--- src/rtl/pipe_ctrl_unit.sv ---
// pipe_ctrl_unit: ID-stage decode, ID/EX control register and mult/div sequencing.
// Optional load-use interlock: define PIPE_CTRL_LOADUSE_EN.
module pipe_ctrl_unit #(
    parameter int unsigned INSTR_W = 32,
    parameter int unsigned OP_W    = 5,
    parameter int unsigned RIDX_W  = 5
) (
    input  logic               clock,
    input  logic               reset,
    input  logic               id_valid,
    input  logic [INSTR_W-1:0] id_instr,
    input  logic               flush,
    input  logic               md_ready,
    output logic               stall,
    output logic               md_start_mul,
    output logic               md_start_div,
    output logic               md_wb,
    output logic               ex_valid,
    output logic [OP_W-1:0]    ex_alu_op,
    output logic               ex_alu_inb,
    output logic               ex_dmwe,
    output logic               ex_rwe,
    output logic               ex_rwd,
    output logic [RIDX_W-1:0]  ex_wb_reg,
    output logic               ex_br_ne,
    output logic               ex_br_lt,
    output logic               ex_jp,
    output logic               ex_jr,
    output logic               ex_bex,
    output logic               ex_setx,
    output logic               ex_is_lw
);

    // Field layout: opcode | rd | rs | rt | shamt | aluop | 2 spare bits
    localparam int unsigned RD_LSB    = INSTR_W - OP_W - RIDX_W;
    localparam int unsigned RS_LSB    = RD_LSB - RIDX_W;
    localparam int unsigned RT_LSB    = RS_LSB - RIDX_W;
    localparam int unsigned ALUOP_LSB = 2;
    localparam int unsigned SHAMT_LSB = ALUOP_LSB + OP_W;

    localparam logic [OP_W-1:0] OP_R    = OP_W'(0);
    localparam logic [OP_W-1:0] OP_J    = OP_W'(1);
    localparam logic [OP_W-1:0] OP_BNE  = OP_W'(2);
    localparam logic [OP_W-1:0] OP_JAL  = OP_W'(3);
    localparam logic [OP_W-1:0] OP_JR   = OP_W'(4);
    localparam logic [OP_W-1:0] OP_ADDI = OP_W'(5);
    localparam logic [OP_W-1:0] OP_BLT  = OP_W'(6);
    localparam logic [OP_W-1:0] OP_SW   = OP_W'(7);
    localparam logic [OP_W-1:0] OP_LW   = OP_W'(8);
    localparam logic [OP_W-1:0] OP_SETX = OP_W'(21);
    localparam logic [OP_W-1:0] OP_BEX  = OP_W'(22);

    localparam logic [OP_W-1:0] ALU_MUL = OP_W'(6);
    localparam logic [OP_W-1:0] ALU_DIV = OP_W'(7);

    localparam logic [RIDX_W-1:0] REG_LINK   = RIDX_W'(31);
    localparam logic [RIDX_W-1:0] REG_STATUS = RIDX_W'(30);

    localparam logic [0:0] RUN     = 1'b0;
    localparam logic [0:0] MD_WAIT = 1'b1;

    typedef struct packed {
        logic              valid;
        logic [OP_W-1:0]   aluOp;
        logic              aluInB;
        logic              dmWe;
        logic              rWe;
        logic              rWd;
        logic [RIDX_W-1:0] wbReg;
        logic              brNe;
        logic              brLt;
        logic              jp;
        logic              jr;
        logic              bex;
        logic              setx;
        logic              isLw;
    } ctrlBundle;

    logic [OP_W-1:0]   idOp;
    logic [OP_W-1:0]   idAluOp;
    logic [RIDX_W-1:0] idRd;
    logic [RIDX_W-1:0] idRs;
    logic [RIDX_W-1:0] idRt;
    logic              unusedBits;

    ctrlBundle idDec;
    ctrlBundle exNext;
    ctrlBundle exQ;
    logic      idIsMul;
    logic      idIsDiv;

    logic [0:0] state;
    logic [0:0] nextState;
    logic       mdWait;
    logic       mdWbC;
    logic       loadUse;
    logic       stallC;
    logic       accept;
    logic       startMulQ;
    logic       startDivQ;

    assign idOp       = id_instr[INSTR_W-1 -: OP_W];
    assign idRd       = id_instr[RD_LSB +: RIDX_W];
    assign idRs       = id_instr[RS_LSB +: RIDX_W];
    assign idRt       = id_instr[RT_LSB +: RIDX_W];
    assign idAluOp    = id_instr[ALUOP_LSB +: OP_W];
    assign unusedBits = ^{id_instr[RT_LSB-1:SHAMT_LSB], id_instr[ALUOP_LSB-1:0]};

    // Instruction decode into the ID/EX control bundle
    always_comb begin
        idDec       = '0;
        idIsMul     = 1'b0;
        idIsDiv     = 1'b0;
        idDec.valid = 1'b1;
        idDec.wbReg = idRd;
        case (idOp)
            OP_R: begin
                idDec.aluOp = idAluOp;
                idIsMul     = (idAluOp == ALU_MUL);
                idIsDiv     = (idAluOp == ALU_DIV);
                // mult/div results are written back later through md_wb
                idDec.rWe   = !(idIsMul || idIsDiv);
            end
            OP_J: begin
                idDec.jp = 1'b1;
            end
            OP_BNE: begin
                idDec.brNe = 1'b1;
            end
            OP_JAL: begin
                idDec.jp    = 1'b1;
                idDec.rWe   = 1'b1;
                idDec.wbReg = REG_LINK;
            end
            OP_JR: begin
                idDec.jr = 1'b1;
            end
            OP_ADDI: begin
                idDec.aluInB = 1'b1;
                idDec.rWe    = 1'b1;
            end
            OP_BLT: begin
                idDec.brLt = 1'b1;
            end
            OP_SW: begin
                idDec.aluInB = 1'b1;
                idDec.dmWe   = 1'b1;
            end
            OP_LW: begin
                idDec.aluInB = 1'b1;
                idDec.rWe    = 1'b1;
                idDec.rWd    = 1'b1;
                idDec.isLw   = 1'b1;
            end
            OP_SETX: begin
                idDec.setx  = 1'b1;
                idDec.rWe   = 1'b1;
                idDec.wbReg = REG_STATUS;
            end
            OP_BEX: begin
                idDec.bex = 1'b1;
            end
            default: begin
                idDec.wbReg = '0;
            end
        endcase
        if (idDec.wbReg == '0) begin
            idDec.rWe = 1'b0;
        end
    end

`ifdef PIPE_CTRL_LOADUSE_EN
    logic idReadsRt;
    logic idReadsRd;

    assign idReadsRt = (idOp == OP_R);
    assign idReadsRd = (idOp == OP_SW) || (idOp == OP_BNE) || (idOp == OP_BLT) || (idOp == OP_JR);

    // A load in EX whose destination is read by the ID instruction; a flush squashes the reader
    assign loadUse = exQ.valid && exQ.isLw && (exQ.wbReg != '0) && id_valid && !flush &&
                     ((idRs == exQ.wbReg) ||
                      (idReadsRt && (idRt == exQ.wbReg)) ||
                      (idReadsRd && (idRd == exQ.wbReg)));
`else
    logic unusedSrc;

    assign loadUse   = 1'b0;
    assign unusedSrc = ^{idRs, idRt};
`endif

    assign mdWait = (state == MD_WAIT) && !md_ready;
    assign mdWbC  = (state == MD_WAIT) && md_ready;
    assign stallC = mdWait || loadUse;
    assign accept = id_valid && !flush && !stallC;

    // Mult/div sequencer next state; a new mul/div may be accepted on the md_ready cycle
    always_comb begin
        nextState = state;
        case (state)
            RUN: begin
                if (accept && (idIsMul || idIsDiv)) begin
                    nextState = MD_WAIT;
                end
            end
            MD_WAIT: begin
                if (accept && (idIsMul || idIsDiv)) begin
                    nextState = MD_WAIT;
                end else if (md_ready) begin
                    nextState = RUN;
                end
            end
            default: begin
                nextState = RUN;
            end
        endcase
    end

    always_ff @(posedge clock or negedge reset) begin
        if (!reset) begin
            state <= RUN;
        end else begin
            state <= nextState;
        end
    end

    // ID/EX next value; while waiting, bubbles keep the mul/div destination for md_wb
    always_comb begin
        exNext = '0;
        if (mdWait) begin
            exNext.wbReg = exQ.wbReg;
        end else if (accept) begin
            exNext = idDec;
        end
    end

    always_ff @(posedge clock or negedge reset) begin
        if (!reset) begin
            exQ       <= '0;
            startMulQ <= 1'b0;
            startDivQ <= 1'b0;
        end else begin
            exQ       <= exNext;
            startMulQ <= accept && idIsMul;
            startDivQ <= accept && idIsDiv;
        end
    end

    assign stall        = stallC;
    assign md_wb        = mdWbC;
    assign md_start_mul = startMulQ;
    assign md_start_div = startDivQ;

    assign ex_valid   = exQ.valid;
    assign ex_alu_op  = exQ.aluOp;
    assign ex_alu_inb = exQ.aluInB;
    assign ex_dmwe    = exQ.dmWe;
    assign ex_rwe     = exQ.rWe;
    assign ex_rwd     = exQ.rWd;
    assign ex_wb_reg  = exQ.wbReg;
    assign ex_br_ne   = exQ.brNe;
    assign ex_br_lt   = exQ.brLt;
    assign ex_jp      = exQ.jp;
    assign ex_jr      = exQ.jr;
    assign ex_bex     = exQ.bex;
    assign ex_setx    = exQ.setx;
    assign ex_is_lw   = exQ.isLw;

endmodule

--- config.mk ---
export PLATFORM = sky130hd
export DESIGN_NAME = pipe_ctrl_unit
export DESIGN_NICKNAME = d
export VERILOG_FILES = /design/src/rtl/pipe_ctrl_unit.sv
export SDC_FILE = /design/constraint.sdc
export NUM_CORES = 1
export LEC_CHECK = 0
export ABC_CLOCK_PERIOD_IN_PS = 2450
export CORE_MARGIN = 2
export CORE_UTILIZATION = 40
export DETAILED_ROUTE_END_ITERATION = 8
export GPL_ROUTABILITY_DRIVEN = 0
export MAX_ROUTING_LAYER = met4
export PLACE_DENSITY = 0.88
export SETUP_SLACK_MARGIN = 0.4
export SLEW_MARGIN = 40
export SYNTH_ARGS = -nofsm -noshare
export SYNTH_HDL_FRONTEND = slang
export SYNTH_SLANG_ARGS = --single-unit
export TNS_END_PERCENT = 10
--- constraint.sdc ---
create_clock -name clock -period 2.45 [get_ports clock]
set_input_delay 0.49 -clock clock [delete_from_list [all_inputs] [get_ports clock]]
set_output_delay 0.49 -clock clock [all_outputs]
set_load 0.1 [all_outputs]
==> results.yml <==
place:
  dp_slack_ns: 0.175
  numPortBuffers: 45
  hpwlAfterDp_microns: 1990
  dpl_cell_area_sq_mm: 0.00154
  place_inst: 178
floorplanning:
  placementRows: 19
  die_h_microns: 56.6
  initial_core_util: 0.412
  coreArea_sq_mm: 0.00269
  die_area_sq_mm: 0.00321
  top_level_ports: 63
  dieWidth_microns: 56.6
drt:
  drt-total-wl_microns: 2550
  drtPass1Iterations: 4
  routedWlPerCell_microns: 14.1
  via_per_inst: 5.46
  vias: 988
  drtIter0Drc: 28
  ant_nets: 0
  drc_errors: 0
yosys:
  synth_area_per_cell_sq_um: 10.5
  synth-seq-cells: 24
  yosysSeqAreaShare: 0.542
  syn_inst: 105
  synth_top_area_frac: 0.542
  synth_fp_nets: 142
  synth.most_common_cell: "dfrtp_1"
  synth.distinct_cells: 37
  synth_edf_count: 0
  synth.area.top_cells: "dfrtp_1, and2_2, a221o_1"
  synthFlopType: "dfrtp_1"
  synthArstFlopShare: 1.00
  syn_area_sq_mm: 0.00111
  yosysWarnings: 0
  synth_area_leader_cell: "dfrtp_1"
  synth_commonest_cells: "dfrtp_1, nand2_1, nor2_1"
critical_path:
  worstPathCellList: "clkdlybuf4s50_1 > nand2b_1 > inv_2 > buf_12"
  critPathMaxFanout: 7
  cp.arrival_ns: 1.52
  end_kind: "output pin"
  startpoint_type: "input pin"
  required_ns: 1.96
  critPathMaxStageDelay_ns: 0.40
  crit_path_top_delay_cell: "clkdlybuf4s50_1"
  critPathKind: "in2out"
clock_network:
  cts_root_buffer: "clkbuf_4"
  htree_levels: 1
  cts_buffers: 3
  cts.sink_count: 24
  clk_pin_slew_ns: 0.11
  clkLatencyLatePin_ns: 0.30
  cts_tree: "yes"
  clk_path_buf_depth: 2
finish:
  drive_gt1_frac: 0.293
  fin_util: 0.585
  finalNonFillerCells: 181
  fin_area_sq_mm: 0.00157
  syn2layout_area_growth_pct: 41.9
  n_antenna_cell: 0
  layout.nets: 189
run:
  drv_cap: 0
sta:
  tns_ns: 0
  period_needed_ns: 2.01
  timing.final.crit_share: 0.820
  rsz0062_at_grt: "yes"
  drv_slew: 0
  setup_ws_ns: 0.440
  clock.fmax_mhz: 498
  hold_viol: 0
  skew_ns: 0.00287
  worstMarginPinSlew_ns: 0.448
  relSlewSlack: 0.701
  setup_viol_count_final: 0
global_routing:
  antenna_found_initial: 0
  grtUsageTotal: 0.173
  grt_pass1_wl_microns: 4220
  grt_pass1_vias: 911
  grt_max_degree: 25
  grt-ovfl-total: 0
pwr:
  power.density_mw_per_mm2: 452
  power.leakage_nw: 0.773
  ir_worst_vdd_uv: 306
outcome:
  status: "finished, final reports clean"
hold_path:
  hold_class: "reg2reg"
[kinds of logic (layout without fill, tap and decap cells)]
group	after synthesis	after routing	share of synthesized area
buffers and inverters	11	56	0.0486
AND/OR/NAND/NOR	50	50	0.279
AO/OA/AOI/OAI	20	20	0.130
flip-flops	24	24	0.542
[per-layer routing]
layer | part of all wire | global-route usage | wire length (microns) | up-vias
met3 | 0.090 | 0.0346 | 231 | 7
met5 | 0 | - | 0 | -
li1 | - | - | - | 461
met2 | 0.46 | 0.262 | 1190 | 62
met1 | 0.42 | 0.223 | 1070 | 458
met4 | 0.027 | 0.0782 | 68 | 0
[worst max-delay path: cells and delay by family]
family	cells	cell delay, ns
buffers and inverters	3	0.80
and+or+nand+nor	1	0.22
[cell usage in the layout, fill, tap and decap left out, types with 2 or more instances in the layout]
master / instances
nand2b_1: 4
nand3_1: 3
inv_1: 4
a21oi_1: 2
clkdlybuf4s50_1: 19
buf_4: 27
and2_2: 5
a21o_1: 2
nor2_1: 8
nand2_1: 8
buf_12: 2
nor3_1: 6
dfrtp_1: 24
clkbuf_4: 3
o21ai_0: 5
a221o_1: 3
nor2b_1: 2
a211oi_1: 2
[power breakdown]
group / switching, mW / internal (mW) / total (mW)
registers: 0.00232 / 0.401 / 0.403
clock network: 0.104 / 0.0574 / 0.161
logic: 0.0898 / 0.0552 / 0.145
total: 0.196 / 0.514 / 0.710
[final cells by class]
class / count / area [sq um]
Fill cell: 233 / 1110
Sequential cell: 24 / 601
Multi-Input combinational cell: 70 / 458
Timing Repair Buffer: 48 / 433
Tap cell: 31 / 38.8
Clock buffer: 3 / 22.5
Inverter: 5 / 18.8
[through the flow]
step / power [mW] / hold slack [ns]
2_1_floorplan: 0.494 / 0.194
3_3_place_gp: 0.551 / 0.488
3_5_place_dp: 0.554 / 0.496
4_1_cts: 0.710 / 0.522
5_1_grt: 0.735 / 0.551
6_report: 0.710 / 0.512
[path summary, 6_finish.rpt]
check	cells after the start	to	slack, ns	start
worst min register to register	2	ex_wb_reg[3]	0.51	ex_wb_reg[3]
min in group asynchronous	2	ex_alu_op[2]	0.54	reset
worst min-delay path	2	ex_wb_reg[3]	0.51	ex_wb_reg[3]
worst max-delay path	4	stall	0.44	md_ready
worst max register to register	5	md_start_div	0.97	state
max in group asynchronous	2	ex_dmwe	1.69	reset
[repair_timing]
item                       4_1_cts  5_1_grt
setup endpoints to repair        1        8
hold buffers                     0        0
gates cloned                     0        0
buffers inserted                 0        0
resized for setup                1        1
No activity file was read; power rests on OpenSTA's default activity.
